`config.mk`:
```
export PLATFORM = sky130hd
export DESIGN_NAME = multicycle_ctrl
export DESIGN_NICKNAME = d
export VERILOG_FILES = /design/src/rtl/multicycle_ctrl.sv
export SDC_FILE = /design/constraint.sdc
export NUM_CORES = 1
export LEC_CHECK = 0
export ABC_CLOCK_PERIOD_IN_PS = 1900
export CAP_MARGIN = 0
export CORE_MARGIN = 5
export CORE_UTILIZATION = 29
export DETAILED_ROUTE_END_ITERATION = 6
export PLACE_DENSITY = 0.64
export SLEW_MARGIN = 20
export SYNTH_ARGS = -nofsm -noshare
export SYNTH_HDL_FRONTEND = slang
export SYNTH_SLANG_ARGS = --single-unit
```
`constraint.sdc`:
```
create_clock -name clk -period 1.9 [get_ports clk]
set_input_delay 0.285 -clock clk [delete_from_list [all_inputs] [get_ports clk]]
set_output_delay 0.285 -clock clk [all_outputs]
set_load 0.01 [all_outputs]
```
`src/rtl/multicycle_ctrl.sv`:
```
// Moore control FSM for the multicycle datapath: fetch/decode/execute/memory/writeback sequencing.
// Optional macro CTRL_EXCEPTION_EN adds the EXCEPTION state for undefined Opcode/Funct.
module multicycle_ctrl (
  input  logic       clk,
  input  logic       reset,
  input  logic [5:0] Opcode,
  input  logic [5:0] Funct,
  input  logic       Zero,
  output logic       PCWrite,
  output logic       PCWriteCond,
  output logic       IorD,
  output logic       MemWrite,
  output logic       IRWrite,
  output logic       MDRWrite,
  output logic       RegWrite,
  output logic       RegDst,
  output logic       MemToReg,
  output logic       ALUOutWrite,
  output logic       EPCWrite,
  output logic       ALUSrcA,
  output logic [4:0] ALUSrcB,
  output logic [2:0] ALUOp,
  output logic [1:0] PCSource,
  output logic [4:0] State
);

  typedef enum logic [4:0] {
    S_RESET         = 5'd0,
    S_FETCH         = 5'd1,
    S_FETCH_WAIT    = 5'd2,
    S_DECODE        = 5'd3,
    S_R_EXEC        = 5'd4,
    S_R_WB          = 5'd5,
    S_ADDI_EXEC     = 5'd6,
    S_ADDI_WB       = 5'd7,
    S_MEM_ADDR      = 5'd8,
    S_MEM_READ      = 5'd9,
    S_MEM_READ_WAIT = 5'd10,
    S_MEM_WB        = 5'd11,
    S_MEM_WRITE     = 5'd12,
    S_BRANCH        = 5'd13,
`ifdef CTRL_EXCEPTION_EN
    S_JUMP          = 5'd14,
    S_EXCEPTION     = 5'd15
`else
    S_JUMP          = 5'd14
`endif
  } state_t;

  typedef struct packed {
    logic       pc_write;
    logic       pc_write_cond;
    logic       ior_d;
    logic       mem_write;
    logic       ir_write;
    logic       mdr_write;
    logic       reg_write;
    logic       reg_dst;
    logic       mem_to_reg;
    logic       alu_out_write;
    logic       epc_write;
    logic       alu_src_a;
    logic [4:0] alu_src_b;
    logic [2:0] alu_op;
    logic [1:0] pc_source;
  } ctrl_t;

  localparam logic [5:0] OP_RTYPE = 6'h00;
  localparam logic [5:0] OP_J     = 6'h02;
  localparam logic [5:0] OP_BEQ   = 6'h04;
  localparam logic [5:0] OP_ADDI  = 6'h08;
  localparam logic [5:0] OP_LW    = 6'h23;
  localparam logic [5:0] OP_SW    = 6'h2B;

  localparam logic [2:0] ALU_ADD = 3'b001;
  localparam logic [2:0] ALU_SUB = 3'b010;
  localparam logic [2:0] ALU_AND = 3'b011;
  localparam logic [2:0] ALU_SLT = 3'b111;

  localparam logic [4:0] SRCB_REGB  = 5'd0;
  localparam logic [4:0] SRCB_SEXT  = 5'd2;
  localparam logic [4:0] SRCB_FOUR  = 5'd3;
  localparam logic [4:0] SRCB_SHIFT = 5'd4;

  state_t     state_q, state_d;
  ctrl_t      ctrl_q, ctrl_d;
  logic       is_store_q, is_store_d;
  logic [2:0] r_alu_op;
  logic       funct_ok;
  state_t     undef_target;

  // Zero gates the PC load inside the datapath; the controller never needs it.
  logic unused_zero;
  assign unused_zero = Zero;

`ifdef CTRL_EXCEPTION_EN
  assign undef_target = S_EXCEPTION;
`else
  assign undef_target = S_FETCH;
`endif

  always_comb begin
    r_alu_op = 3'b000;
    funct_ok = 1'b1;
    case (Funct)
      6'h20:   r_alu_op = ALU_ADD;
      6'h22:   r_alu_op = ALU_SUB;
      6'h24:   r_alu_op = ALU_AND;
      6'h2A:   r_alu_op = ALU_SLT;
      default: funct_ok = 1'b0;
    endcase
  end

  always_comb begin
    state_d    = state_q;
    is_store_d = is_store_q;
    case (state_q)
      S_RESET:      state_d = S_FETCH;
      S_FETCH:      state_d = S_FETCH_WAIT;
      S_FETCH_WAIT: state_d = S_DECODE;
      S_DECODE: begin
        // lw/sw share MEM_ADDR; remember which one so IR is only looked at here.
        is_store_d = (Opcode == OP_SW);
        case (Opcode)
          OP_RTYPE:     state_d = funct_ok ? S_R_EXEC : undef_target;
          OP_J:         state_d = S_JUMP;
          OP_BEQ:       state_d = S_BRANCH;
          OP_ADDI:      state_d = S_ADDI_EXEC;
          OP_LW, OP_SW: state_d = S_MEM_ADDR;
          default:      state_d = undef_target;
        endcase
      end
      S_R_EXEC:        state_d = S_R_WB;
      S_ADDI_EXEC:     state_d = S_ADDI_WB;
      S_MEM_ADDR:      state_d = is_store_q ? S_MEM_WRITE : S_MEM_READ;
      S_MEM_READ:      state_d = S_MEM_READ_WAIT;
      S_MEM_READ_WAIT: state_d = S_MEM_WB;
      default:         state_d = S_FETCH;
    endcase
  end

  // Outputs are decoded from the next state and registered, so they always
  // equal the decode of the current state while staying glitch-free.
  always_comb begin
    ctrl_d = '0;
    case (state_d)
      S_FETCH: begin
        ctrl_d.alu_src_b = SRCB_FOUR;
        ctrl_d.alu_op    = ALU_ADD;
        ctrl_d.pc_write  = 1'b1;
      end
      S_FETCH_WAIT: ctrl_d.ir_write = 1'b1;
      S_DECODE: begin
        ctrl_d.alu_src_b     = SRCB_SHIFT;
        ctrl_d.alu_op        = ALU_ADD;
        ctrl_d.alu_out_write = 1'b1;
      end
      S_R_EXEC: begin
        ctrl_d.alu_src_a     = 1'b1;
        ctrl_d.alu_src_b     = SRCB_REGB;
        ctrl_d.alu_op        = r_alu_op;
        ctrl_d.alu_out_write = 1'b1;
      end
      S_R_WB: begin
        ctrl_d.reg_dst   = 1'b1;
        ctrl_d.reg_write = 1'b1;
      end
      S_ADDI_EXEC, S_MEM_ADDR: begin
        ctrl_d.alu_src_a     = 1'b1;
        ctrl_d.alu_src_b     = SRCB_SEXT;
        ctrl_d.alu_op        = ALU_ADD;
        ctrl_d.alu_out_write = 1'b1;
      end
      S_ADDI_WB:  ctrl_d.reg_write = 1'b1;
      S_MEM_READ: ctrl_d.ior_d = 1'b1;
      S_MEM_READ_WAIT: begin
        ctrl_d.ior_d     = 1'b1;
        ctrl_d.mdr_write = 1'b1;
      end
      S_MEM_WB: begin
        ctrl_d.mem_to_reg = 1'b1;
        ctrl_d.reg_write  = 1'b1;
      end
      S_MEM_WRITE: begin
        ctrl_d.ior_d     = 1'b1;
        ctrl_d.mem_write = 1'b1;
      end
      S_BRANCH: begin
        ctrl_d.alu_src_a     = 1'b1;
        ctrl_d.alu_src_b     = SRCB_REGB;
        ctrl_d.alu_op        = ALU_SUB;
        ctrl_d.pc_source     = 2'd1;
        ctrl_d.pc_write_cond = 1'b1;
      end
      S_JUMP: begin
        ctrl_d.pc_source = 2'd2;
        ctrl_d.pc_write  = 1'b1;
      end
`ifdef CTRL_EXCEPTION_EN
      S_EXCEPTION: begin
        // PC has already advanced by 4; PC-4 recovers the faulting address for EPC.
        ctrl_d.alu_src_b = SRCB_FOUR;
        ctrl_d.alu_op    = ALU_SUB;
        ctrl_d.epc_write = 1'b1;
        ctrl_d.pc_source = 2'd3;
        ctrl_d.pc_write  = 1'b1;
      end
`endif
      default: ctrl_d = '0;
    endcase
  end

  always_ff @(posedge clk or posedge reset) begin
    if (reset) begin
      state_q    <= S_RESET;
      ctrl_q     <= '0;
      is_store_q <= 1'b0;
    end else begin
      state_q    <= state_d;
      ctrl_q     <= ctrl_d;
      is_store_q <= is_store_d;
    end
  end

  assign PCWrite     = ctrl_q.pc_write;
  assign PCWriteCond = ctrl_q.pc_write_cond;
  assign IorD        = ctrl_q.ior_d;
  assign MemWrite    = ctrl_q.mem_write;
  assign IRWrite     = ctrl_q.ir_write;
  assign MDRWrite    = ctrl_q.mdr_write;
  assign RegWrite    = ctrl_q.reg_write;
  assign RegDst      = ctrl_q.reg_dst;
  assign MemToReg    = ctrl_q.mem_to_reg;
  assign ALUOutWrite = ctrl_q.alu_out_write;
  assign EPCWrite    = ctrl_q.epc_write;
  assign ALUSrcA     = ctrl_q.alu_src_a;
  assign ALUSrcB     = ctrl_q.alu_src_b;
  assign ALUOp       = ctrl_q.alu_op;
  assign PCSource    = ctrl_q.pc_source;
  assign State       = state_q;

endmodule

```
==> metrics.txt, run 1 <==
Layout area overhead=44.4%; post-DR wirelength/cell=between 10 and 15 um; status=completed; Yosys top cell by area=dfrtp_1; latest clock arrival within the worst-skew pair=roughly 260 ps; Seq cells post-synth=23; CP Capture Type=register; number of routed nets with antenna violations=0; 1st-iter DRT viols=56; final hold viol count=0; DR vias/cell=about 4.7; Cells after Synth=around 120; initial core utilization=between 20% and 30%; Fillers=430; core area=4260 sq um; Post-Syn Area per Cell=between 10 and 15 sq um; maximum VDD drop=around 330 uV; CTS Buf Count=3; Leak Pwr=0.811 nW; Port Buf Inserts=36; kind of critical path=input pin to register; Post-synth EDFFs=0; Detailed Routing Iterations Pass 1=4; total chip power=1.99 mW; DIE AREA=about 5700 sq um; critical path data required time=between 2000 and 2500 ps; Clock Root Buffer=clkbuf_8; CTS tree=done; Post-Route WL=2740 um; sequential share of the synthesized area=45.8%; GR Overflow Total=0; top cell type's share of synthesized area=approximately 46%; R2R setup slack=about 140 ps; largest net degree at the start of global routing=24; RePlAce Congestion=0.847; Post-Syn Area=between 1000 and 1500 sq um; Synth async-reset ratio=100%; Peak Freq=~560 MHz; maxcap violations=0; Sum Neg Setup Slack=0 ps; clock-pin slew on the worst setup and hold paths=~70 ps; top post-synthesis cells by area=dfrtp_1, buf_4, buf_6, o21ai_0, nor2_1; gr usage total=roughly a tenth; via count=approximately 1100; CTS max path bufs=2; # setup viols final=0; Die Width=around 76 um; startpoint type of the worst setup path=input pin; chip height=75.8 um; main flop type after synthesis=dfrtp_1; Distinct cells, synth=48; DRC=0; htree depth=1; ant diodes=0; vias in the first global route=approximately 1100; initial antenna violation count=0; layout cells sized above 1=a little over a third; Hold Slack=between 300 and 400 ps; Hold WC Path Type=input pin to register; Final Cycle Share=between 90 and 100%; P per Cell Area=1100 nW/um^2; Layout Skew=2.71 ps; Tmin final=1790 ps; I/O pins=between 40 and 50; crit-path max FO=5; row cnt=24; Yosys warnings=0; Arr. time, crit path=between 1500 and 2000 ps; DP HPWL=approximately 2200 um; first-pass GRT wire length=between 4000 and 5000 um; Sink Count=23; nets@finish=~190; Slew Viols, Final=0
## metal layers
layer | vias to the layer above | global-route usage (%) | wire length [um]
met5 | - | 0 | 0
met4 | 0 | 5.24 | 41
met3 | 4 | 0.923 | 179
met2 | 31 | 17.8 | 1360
met1 | 506 | 11.7 | 1160
li1 | 518 | - | -
## state kept, by name, summed over array words and instances (netlist names)
| signal | cells |
|---|---|
| State | 4 |
| ALUOp | 3 |
| ALUSrcB | 3 |
| PCSource | 2 |
| ALUOutWrite | 1 |
| ALUSrcA | 1 |
| IRWrite | 1 |
| IorD | 1 |
| MDRWrite | 1 |
| MemToReg | 1 |
| MemWrite | 1 |
| PCWrite | 1 |
| RegDst | 1 |
| RegWrite | 1 |
| is_store_q | 1 |
## cells by family after synthesis
kind of cell / after synthesis / synth area share [%]
buffers and inverters: 19 / 11.5
adder cells (fa/ha/maj): 1 / 0.896
other: 1 / 0.299
flip-flops: 23 / 45.8
AO/OA/AOI/OAI: 28 / 18.1
multiplexers: 2 / 1.69
AND/OR/NAND/NOR: 38 / 19.6
XOR/XNOR: 3 / 2.09
## report_power, final
part           internal, mW  switching (mW)  leakage, nW
logic                 0.543           0.466        0.489
registers             0.603          0.0876        0.299
clock network         0.149           0.142       0.0228
total                  1.30           0.695        0.811
## stage by stage
step                std cells  util (%)  instance area (sq um)  setup WS [ps]
finish                    224      42.5                   1810            107
global route              224      42.5                   1810          -1.33
CTS                       224      42.8                   1820          0.148
detailed placement        218      41.2                   1760           -560
global placement          218      41.2                   1760           -538
floorplan                 118         -                   1270           49.7
## final timing paths
check                                    from                    end  cells after the start
max in group asynchronous               reset     State[3]$_DFF_PP0_                      3
min                                  Funct[3]     ALUOp[2]$_DFF_PP0_                      3
min in group asynchronous               reset  ALUOutWrite$_DFF_PP0_                      3
max reg2reg                State[2]$_DFF_PP0_     ALUOp[0]$_DFF_PP0_                      5
min reg2reg                State[0]$_DFF_PP0_     RegWrite$_DFF_PP0_                      1
max                                  Funct[1]     ALUOp[0]$_DFF_PP0_                      7
## worst max-delay path: stages
cell,delay (ps)
clkbuf_2,100
mux2_4,310
nand4b_1,230
a2111oi_4,470
o21ai_2,160
o21a_1,220
o211ai_1,180
## repair_timing
action                                  4_1_cts  5_1_grt
endpoints found under the setup margin       10        8
gates resized for setup                      26       28
setup buffers                                 2        0
hold buffers                                  0        0
pin swaps                                     6       12
## synth_stat cells, drive strengths merged, types with 3 or more instances
cell type,number
inv,7
nor2,8
dfrtp,23
nand3,4
nand2b,3
buf,10
o211ai,3
a21oi,3
o21ai,9
nand2,3
nor3,3
## layout by cell type (no fill, tap or decap), drive strengths merged, types with 2 or more instances in the layout
| cell | count |
|---|---|
| a21oi | 3 |
| o21a | 2 |
| inv | 7 |
| o21ai | 9 |
| o211ai | 3 |
| nor2 | 8 |
| clkdlybuf4s50 | 24 |
| clkbuf | 15 |
| or3 | 2 |
| nand3 | 4 |
| nand2b | 3 |
| buf | 26 |
| nand3b | 2 |
| conb | 4 |
| nor4b | 2 |
| dfrtp | 23 |
| nor3 | 3 |
| nand2 | 3 |
| xor2 | 2 |
| and2 | 2 |
| nor4 | 2 |
## final cells by class
cell class / instances / area [sq um] / share of cell area, %
Multi-Input combinational cell: 76 / 591 / 32.6
Sequential cell: 23 / 579 / 31.9
Timing Repair Buffer: 62 / 508 / 28.0
Tap cell: 52 / 65.1 / 3.59
Clock buffer: 4 / 45.0 / 2.48
Inverter: 7 / 26.3 / 1.45
Power figures use the tool's default switching activity.
==> run 2: changes to the inputs <==
--- a/config.mk
+++ b/config.mk
@@ -9,9 +9,9 @@
 export CAP_MARGIN = 0
 export CORE_MARGIN = 5
 export CORE_UTILIZATION = 29
+export CTS_CLUSTER_DIAMETER = 60
 export DETAILED_ROUTE_END_ITERATION = 6
 export PLACE_DENSITY = 0.64
-export SLEW_MARGIN = 20
 export SYNTH_ARGS = -nofsm -noshare
 export SYNTH_HDL_FRONTEND = slang
 export SYNTH_SLANG_ARGS = --single-unit
==> results of run 2 <==
The final DEF is identical to that of run 1; final timing and power are the same.
==> run 3: changes to the inputs <==
--- a/config.mk
+++ b/config.mk
@@ -10,7 +10,9 @@
 export CORE_MARGIN = 5
 export CORE_UTILIZATION = 29
 export CTS_CLUSTER_DIAMETER = 60
+export CTS_CLUSTER_SIZE = 8
 export DETAILED_ROUTE_END_ITERATION = 6
+export MAX_ROUTING_LAYER = met4
 export PLACE_DENSITY = 0.64
 export SYNTH_ARGS = -nofsm -noshare
 export SYNTH_HDL_FRONTEND = slang
==> run 3 against run 2 <==
Net effect:
- worst setup slack hardly changed
- sequential power hardly changed
- routed wire length hardly changed
- clock power hardly changed
- first-iteration DRC count is 5.4% higher
- clock-buffer cell count stayed put
- largest power group unchanged
==> metrics.txt, run 3 (synthesis results as in run 1) <==
cell area after layout=1810 sq um (unchanged); worst slack at placement=-560 ps (unchanged); max reg flops=4 (unchanged); Clock Root Buffer=clkbuf_8; 1st-iter DRT viols=59 (+5.4%); DIE AREA=5750 sq um (unchanged); Post-Route WL=2740 um (about the same); DP HPWL=2180 um (unchanged); most frequent cells in the layout=clkdlybuf4s50_1, buf_4, dfrtp_1; final hold viol count=0 (unchanged); ant diodes=0 (unchanged); Fillers=430 (unchanged); layout cells sized above 1=34.9% (unchanged); via count=1058 (-0.094%); I/O pins=42 (unchanged); maximum VDD drop=326 uV (about the same); largest net degree at the start of global routing=24 (unchanged); CTS tree=done; critical path data required time=2070 ps (about the same); Final Cycle Share=94.4% (about the same); Peak Freq=558 MHz (about the same); DR vias/cell=4.72 (about the same); R2R Path End=ALUOp[0]$_DFF_PP0_; DP Area=1760 sq um (unchanged); final worst setup slack=107 ps (-0.169 ps); CP Capture Type=register; nets@finish=188 (unchanged); R2R setup slack=140 ps (about the same); fin util=42.5% (unchanged); maxcap violations=0 (unchanged); CTS Buf Count=3 (unchanged); post-DR wirelength/cell=12.2 um (about the same); Sink Count=23 (unchanged); Reg-to-Reg Start=State[2]$_DFF_PP0_; Die Width=75.8 um (unchanged); kind of critical path=input pin to register; DRC=0 (unchanged); crit-path max FO=5 (unchanged); latest clock arrival within the worst-skew pair=260 ps (about the same); GR Overflow Total=0 (unchanged); Detailed Routing Iterations Pass 1=4 (unchanged); Crit. Startpoint=Funct[1]; Arr. time, crit path=1970 ps (about the same); row cnt=24 (unchanged); Leak Pwr=0.811 nW (unchanged); chip height=75.8 um (unchanged); clock-pin slew on the worst setup and hold paths=70 ps (about the same); number of routed nets with antenna violations=0 (unchanged); initial antenna violation count=0 (unchanged); gr usage total=10.2% (+0.30 points); htree depth=1 (unchanged); first-pass GRT wire length=4480 um (unchanged); Port Buf Inserts=36 (unchanged); Layout Skew=2.68 ps (-0.0273 ps); total chip power=1.99 mW (about the same); Slew Viols, Final=0 (unchanged); # setup viols final=0 (unchanged); core area=4260 sq um (unchanged); Layout area overhead=44.4% (unchanged); RePlAce Congestion=0.861 (+1.6%); Hold WC Path Type=input pin to register; Tmin final=1790 ps (+0.169 ps); CTS max path bufs=2 (unchanged); initial core utilization=29.5% (unchanged); vias in the first global route=1062 (unchanged); P per Cell Area=1100 nW/um^2 (about the same); status=completed; startpoint type of the worst setup path=input pin; Worst Setup EP=ALUOp[0]$_DFF_PP0_; Reg2Reg Depth=5 (unchanged)
-- run 3: cell counts in the layout (fill, tap and decap cells not counted) --
No cell type changed its count.
-- run 3: worst min-delay path by stage --
stage / endpoint / slack, ps / startpoint / depth (start not counted)
floorplan: ALUOp[0]$_DFF_PP0_ / 290 / reset / 1
global placement: is_store_q$_DFFE_PP0P_ / 560 / is_store_q$_DFFE_PP0P_ / 1
detailed placement: is_store_q$_DFFE_PP0P_ / 560 / is_store_q$_DFFE_PP0P_ / 1
CTS: State[2]$_DFF_PP0_ / 370 / reset / 3
global route: ALUOp[2]$_DFF_PP0_ / 360 / Funct[3] / 3
finish: ALUOp[2]$_DFF_PP0_ / 330 / Funct[3] / 3
-- run 3: cell type report --
cell class,instances,area [sq um],share of cell area [%]
clock buffer,4,45.0,2.48
inverter,7,26.3,1.45
multi-input combinational,76,591,32.6
sequential,23,579,31.9
timing repair buffer,62,508,28.0
tap,52,65.1,3.59
-- run 3: routing by layer --
metal	track usage (%)	vias up	routed length [um]	part of all wire, %
met5	-	-	0	0
met1	11.7	503	1150	42
met3	0.792	4	188	6.9
li1	-	518	-	-
met4	5.24	0	41	1.5
met2	17.8	33	1370	50
-- run 3: critical path, stage by stage --
cell       delay (ps)
clkbuf_2          100
mux2_4            310
nand4b_1          230
a2111oi_4         470
o21ai_2           160
o21a_1            220
o211ai_1          180
-- run 3: where the power goes --
group          total (mW)  internal (mW)  switching [mW]
Clock               0.291          0.149           0.142
Combinational        1.01          0.543           0.465
Sequential          0.690          0.603          0.0874
Total                1.99           1.30           0.694
-- run 3: timing repair --
action	in CTS	in global routing
hold buffers	0	0
setup endpoints to repair	10	8
pin swaps	6	12
buffers inserted	2	0
resized for setup	26	28
endpoints found under the hold margin	0	0
-- run 3: stage by stage --
stage          cells  setup TNS (ps)  hold WS, ps
2_1_floorplan    118               0          287
3_3_place_gp     218           -4960          562
3_5_place_dp     218           -5220          564
4_1_cts          224               0          365
5_1_grt          224           -1.33          361
6_report         224               0          331
